## src/rtl/dct8_pipe.sv

```systemverilog
// dct8_pipe: 4-stage pipelined 8-point forward integer DCT (binDCT-style lifting, shift/add only).
// Optional JPEG level shift for unsigned inputs is enabled by defining DCT8_LEVEL_SHIFT_EN.
module dct8_pipe #(
  parameter int IN_W      = 8,
  parameter int IN_SIGNED = 0,
  parameter int OUT_W     = 16
) (
  input  logic                      clk,
  input  logic                      rst_n,
  input  logic                      in_valid,
  output logic                      in_ready,
  input  logic                      in_last,
  input  logic [8*IN_W-1:0]         x_in,
  output logic                      out_valid,
  input  logic                      out_ready,
  output logic                      out_last,
  output logic signed [8*OUT_W-1:0] y_out
);

  typedef logic signed [OUT_W-1:0] word_t;

`ifdef DCT8_LEVEL_SHIFT_EN
  localparam word_t LVL_OFS = word_t'(1) << (IN_W - 1);
`endif

  word_t w_x [8];
  word_t w_a [8];
  word_t w_b [8];
  word_t w_c [8];
  word_t w_y [8];

  word_t r_a [8];
  word_t r_b [8];
  word_t r_c [8];
  word_t r_y [8];

  logic r_v1, r_v2, r_v3, r_v4;
  logic r_l1, r_l2, r_l3, r_l4;
  logic w_adv;

  // The whole pipe moves as one; a stalled output freezes every stage behind it.
  assign w_adv     = !r_v4 || out_ready;
  assign in_ready  = w_adv;
  assign out_valid = r_v4;
  assign out_last  = r_l4;

  genvar gi;
  generate
    for (gi = 0; gi < 8; gi++) begin : g_lane
      logic [IN_W-1:0] w_raw;
      word_t           w_ext;
      assign w_raw = x_in[gi*IN_W +: IN_W];
      assign w_ext = (IN_SIGNED != 0) ? word_t'({{(OUT_W-IN_W){w_raw[IN_W-1]}}, w_raw})
                                      : word_t'({{(OUT_W-IN_W){1'b0}}, w_raw});
`ifdef DCT8_LEVEL_SHIFT_EN
      assign w_x[gi] = (IN_SIGNED == 0) ? (w_ext - LVL_OFS) : w_ext;
`else
      assign w_x[gi] = w_ext;
`endif
      assign y_out[gi*OUT_W +: OUT_W] = r_y[gi];
    end
  endgenerate

  always_comb begin
    for (int i = 0; i < 4; i++) begin
      w_a[i]   = w_x[i] + w_x[7-i];
      w_a[4+i] = w_x[3-i] - w_x[4+i];
    end
  end

  // Lifting rotation on the odd pair (a5, a6); b6 uses the original a5, not b5.
  always_comb begin
    for (int i = 0; i < 8; i++) begin
      w_b[i] = r_a[i];
    end
    w_b[5] = ((r_a[6] >>> 3) + (r_a[6] >>> 1)) - r_a[5];
    w_b[6] = ((r_a[5] >>> 3) + (r_a[5] >>> 2)) + r_a[6];
  end

  always_comb begin
    w_c[0] = r_b[0] + r_b[3];
    w_c[1] = r_b[1] + r_b[2];
    w_c[2] = r_b[1] - r_b[2];
    w_c[3] = r_b[0] - r_b[3];
    w_c[4] = r_b[4] + r_b[5];
    w_c[5] = r_b[4] - r_b[5];
    w_c[6] = r_b[7] - r_b[6];
    w_c[7] = r_b[7] + r_b[6];
  end

  always_comb begin
    for (int i = 0; i < 8; i++) begin
      w_y[i] = '0;
    end
    w_y[0] = r_c[0] + r_c[1];
    w_y[1] = (w_y[0] >>> 1) - r_c[1];
    w_y[2] = ((r_c[3] >>> 3) + (r_c[3] >>> 2)) - r_c[2];
    w_y[3] = ((w_y[2] >>> 3) + (w_y[2] >>> 2)) + r_c[3];
    w_y[4] = r_c[4] - (r_c[7] >>> 3);
    w_y[5] = ((r_c[6] >>> 3) + (r_c[6] >>> 2) + (r_c[6] >>> 1)) + r_c[5];
    w_y[6] = r_c[6] - (w_y[5] >>> 1);
    w_y[7] = r_c[7];
  end

  always_ff @(posedge clk) begin
    if (!rst_n) begin
      r_v1 <= 1'b0;
      r_v2 <= 1'b0;
      r_v3 <= 1'b0;
      r_v4 <= 1'b0;
      r_l1 <= 1'b0;
      r_l2 <= 1'b0;
      r_l3 <= 1'b0;
      r_l4 <= 1'b0;
      for (int i = 0; i < 8; i++) begin
        r_a[i] <= '0;
        r_b[i] <= '0;
        r_c[i] <= '0;
        r_y[i] <= '0;
      end
    end else if (w_adv) begin
      r_v1 <= in_valid;
      r_v2 <= r_v1;
      r_v3 <= r_v2;
      r_v4 <= r_v3;
      r_l1 <= in_last;
      r_l2 <= r_l1;
      r_l3 <= r_l2;
      r_l4 <= r_l3;
      for (int i = 0; i < 8; i++) begin
        r_a[i] <= w_a[i];
        r_b[i] <= w_b[i];
        r_c[i] <= w_c[i];
        r_y[i] <= w_y[i];
      end
    end
  end

endmodule

```

## config.mk

```make
export PLATFORM = sky130hd
export DESIGN_NAME = dct8_pipe
export DESIGN_NICKNAME = d
export VERILOG_FILES = /design/src/rtl/dct8_pipe.sv
export SDC_FILE = /design/constraint.sdc
export NUM_CORES = 1
export LEC_CHECK = 0
export ABC_CLOCK_PERIOD_IN_PS = 12800
export CAP_MARGIN = 40
export CORE_ASPECT_RATIO = 0.6
export CORE_MARGIN = 8
export CORE_UTILIZATION = 55
export CTS_BUF_LIST = sky130_fd_sc_hd__clkbuf_8
export DETAILED_ROUTE_END_ITERATION = 8
export HOLD_SLACK_MARGIN = 0.08
export MAX_ROUTING_LAYER = met4
export PLACE_DENSITY_LB_ADDON = 0.3
export SLEW_MARGIN = 15
export SYNTH_ARGS = -nofsm -noshare
export SYNTH_HDL_FRONTEND = slang
export SYNTH_SLANG_ARGS = --single-unit
```

## constraint.sdc

```tcl
create_clock -name clk -period 12.8 [get_ports clk]
set_input_delay 2.56 -clock clk [delete_from_list [all_inputs] [get_ports clk]]
set_output_delay 2.56 -clock clk [all_outputs]
set_load 0.005 [all_outputs]
```

==> results.md <==
* Top_reg_cell synth: edfxtp_1
* Yosys cell types at 74
* Root buffer selected by CTS: clkbuf_8
* H-tree depth at 3
* DRT antenna net count at 0
* Synth top area share at 0.440
* Global-route wire length before repair at 101000 um
* Clk_skew at 22.9 ps
* 1st-iter DRT viols at 1509
* CORE AREA at 47800 um^2
* Avg Vias per Cell at 5.40
* Most common cell after layout, fill and taps aside: edfxtp_1
* Async SR Flop Fraction at 0
* Worst hold path type: flop to flop
* Hold Path Depth at 2
* CP Launch Type: input port
* FILL cells at 3823
* I/O Buffers at 194
* Final period util at 0.514
* Max-slew violation count at 0
* Critical Path RT at 10240 ps
* Die Y-Extent at 186 um
* FF+latch count, synth at 398
* # Max-Cap Violations at 0
* Total grt overflow at 0
* Vias in the first global route at 18500
* Setup TNS at 0 ps
* Final Critical Period at 6580 ps
* CTS Buffer Depth at 3
* Post-synthesis sequential area ratio at 0.446
* Initial DRT Pass Iterations at 5
* Die W at 300 um
* Status: completed
* Worst skew pair latency at 610 ps
* CTS clk-pin slew, worst paths at 60 ps
* Rows at 62
* CTS tree: built
* Min-Delay Startpoint: r_v2
* HPWL after detailed placement at 48000 um
* FF-to-FF path depth at 22
* Area Overhead vs Synth at 14.6%
* CTS Sinks at 398
* R2r startpoint: r_c[0][32]
* Synth area leader: edfxtp_1
* Worst Max-Slew Pin Slew at 803 ps
* Synth Instances at 2523
* Crit path max fanout at 17
* Reg-to-reg endpoint: r_y[0][62]
* Number of synthesized flops with an enable pin at 390
* Die area at 55900 um^2
* Via count at 18500
* GPL Wtd Cong at 0.932
* # nets final at 3166
* Final-report hold violation count at 0
* Wirelength per Cell at 18.4 um
* Initial antenna violation count at 1
* Mapped Area at 26600 um^2
* Crit Path Class: input port to output pin
* Routed WL at 62900 um
* Post-CTS Repair Setup Buffers at 0
* Drt drc at 0
* Hold Path End: r_v2
* Leading post-synthesis cells by cell area: edfxtp_1 (44%), ha_1 (13%), fa_1 (6.1%), xnor2_1 (4.9%), inv_1 (4.8%)
* Syn Area/Cell at 10.5 um^2
* Reg-to-reg slack, setup at 6540 ps
* Layout cells sized above 1 at 0.0446
* Commonest cells after routing, fill and taps aside: edfxtp_1 (390), inv_1 (356), nor2_1 (331)
* Io pins at 200
* Critical path arrival at 4020 ps
* GRT Util Overall at 0.229
* Num CTS Buffers at 66
* RSZ-0062 raised after global routing: no
* Fmax at 0.152 GHz
* Initial cell density of the core at 0.557
* Syn. warnings at 0
* Slew margin rel. at 0.465
* Cts hold-fix bufs at 0
* CP endpoint kind: output pin
* Final setup violation count at 0
* Post-CTS sizing at 0
* Largest net degree at the start of global routing at 74
* Diodes inserted at 0
[metrics by stage]
step	worst slack, ps	hold slack (ps)	std cells	cell area (um^2)	util
after CTS	6210	457	3420	30400	0.637
final	6220	453	3421	30500	0.638
after global routing	6140	475	3421	30500	0.638
after floorplan	391	432	2527	26600	-
after detailed placement	6230	448	3307	29300	0.613
after global placement	6190	439	3302	29200	0.611
[cells in the mapped netlist, types with 3 or more instances]
library cell,instances
a21boi_0,3
o2111ai_1,3
nand2_1,70
nor2_1,332
o41ai_1,4
and3_1,67
o31ai_1,6
o21ai_0,64
o22ai_1,3
inv_1,337
or2_2,5
edfxtp_1,390
a21boi_1,5
o21bai_1,61
nand2b_1,32
nor2b_1,42
nor3_1,76
o21a_1,19
and2_1,31
buf_4,5
fa_1,81
clkbuf_1,65
nor3b_1,6
o211ai_1,6
nand3_1,11
a21oi_1,146
or4_1,3
buf_1,3
mux2i_1,11
or3_1,21
a21o_1,52
xnor2_1,148
dfxtp_1,8
xor2_1,39
a2111oi_0,3
a31oi_1,3
a211oi_1,25
ha_1,280
o21ai_1,11
[sequential cells by signal, indices dropped and copies added (netlist names)]
register and count:
r_v3 1, out_valid 1, r_y 123, r_l2 1, r_l1 1, r_c 112
out_last 1, r_v2 1, r_a 70, r_v1 1, r_b 85, r_l3 1
[routing by layer]
metal / vias up / global-route usage / share of wire / wire, um
met5: - / - / 0 / 0
met4: 0 / 0.0532 / 0.020 / 1260
met2: 580 / 0.321 / 0.42 / 26100
met1: 8770 / 0.335 / 0.49 / 30900
li1: 9041 / - / - / -
met3: 97 / 0.0509 / 0.073 / 4570
[critical path, cell delays in order]
cell	delay, ps
clkdlybuf4s50_1	410
nor2b_2	110
buf_4	320
clkinv_1	140
clkdlybuf4s50_1	480
[logic make-up after synthesis]
| family | after synthesis | synth area share |
|---|---|---|
| buffers and inverters | 411 | 0.0587 |
| xor gates and xnor gates | 188 | 0.0624 |
| DFF | 398 | 0.446 |
| AOI/OAI and AO/OA | 443 | 0.109 |
| muxes | 12 | 0.00466 |
| and+or+nand+nor | 709 | 0.126 |
| adders and majority gates | 361 | 0.193 |
| other | 1 | 0.000141 |
[final cells by class]
class                           count  area [um^2]  share of cell area
Clock buffer                       67          922              0.0303
Clock inverter                     46          228             0.00747
Inverter                          338         1270              0.0416
Multi-Input combinational cell   1718        13200               0.433
Sequential cell                   398        11900               0.390
Tap cell                          640          801              0.0263
Timing Repair Buffer              214         2180              0.0717
[worst max-delay path by stage]
stage                          start    endpoint  slack, ps  cells after the start
after CTS                  out_ready    in_ready       6210                      5
final                      out_ready    in_ready       6220                      5
after detailed placement   out_ready    in_ready       6230                      5
after global routing      r_c[0][32]  r_y[0][63]       6140                     26
after floorplan                rst_n   r_a[0][0]        390                      4
after global placement     out_ready    in_ready       6190                      5
Power is left out: the tool's default activity adds up to more than one toggle a clock period on the data nets, which glitch-free logic cannot reach.
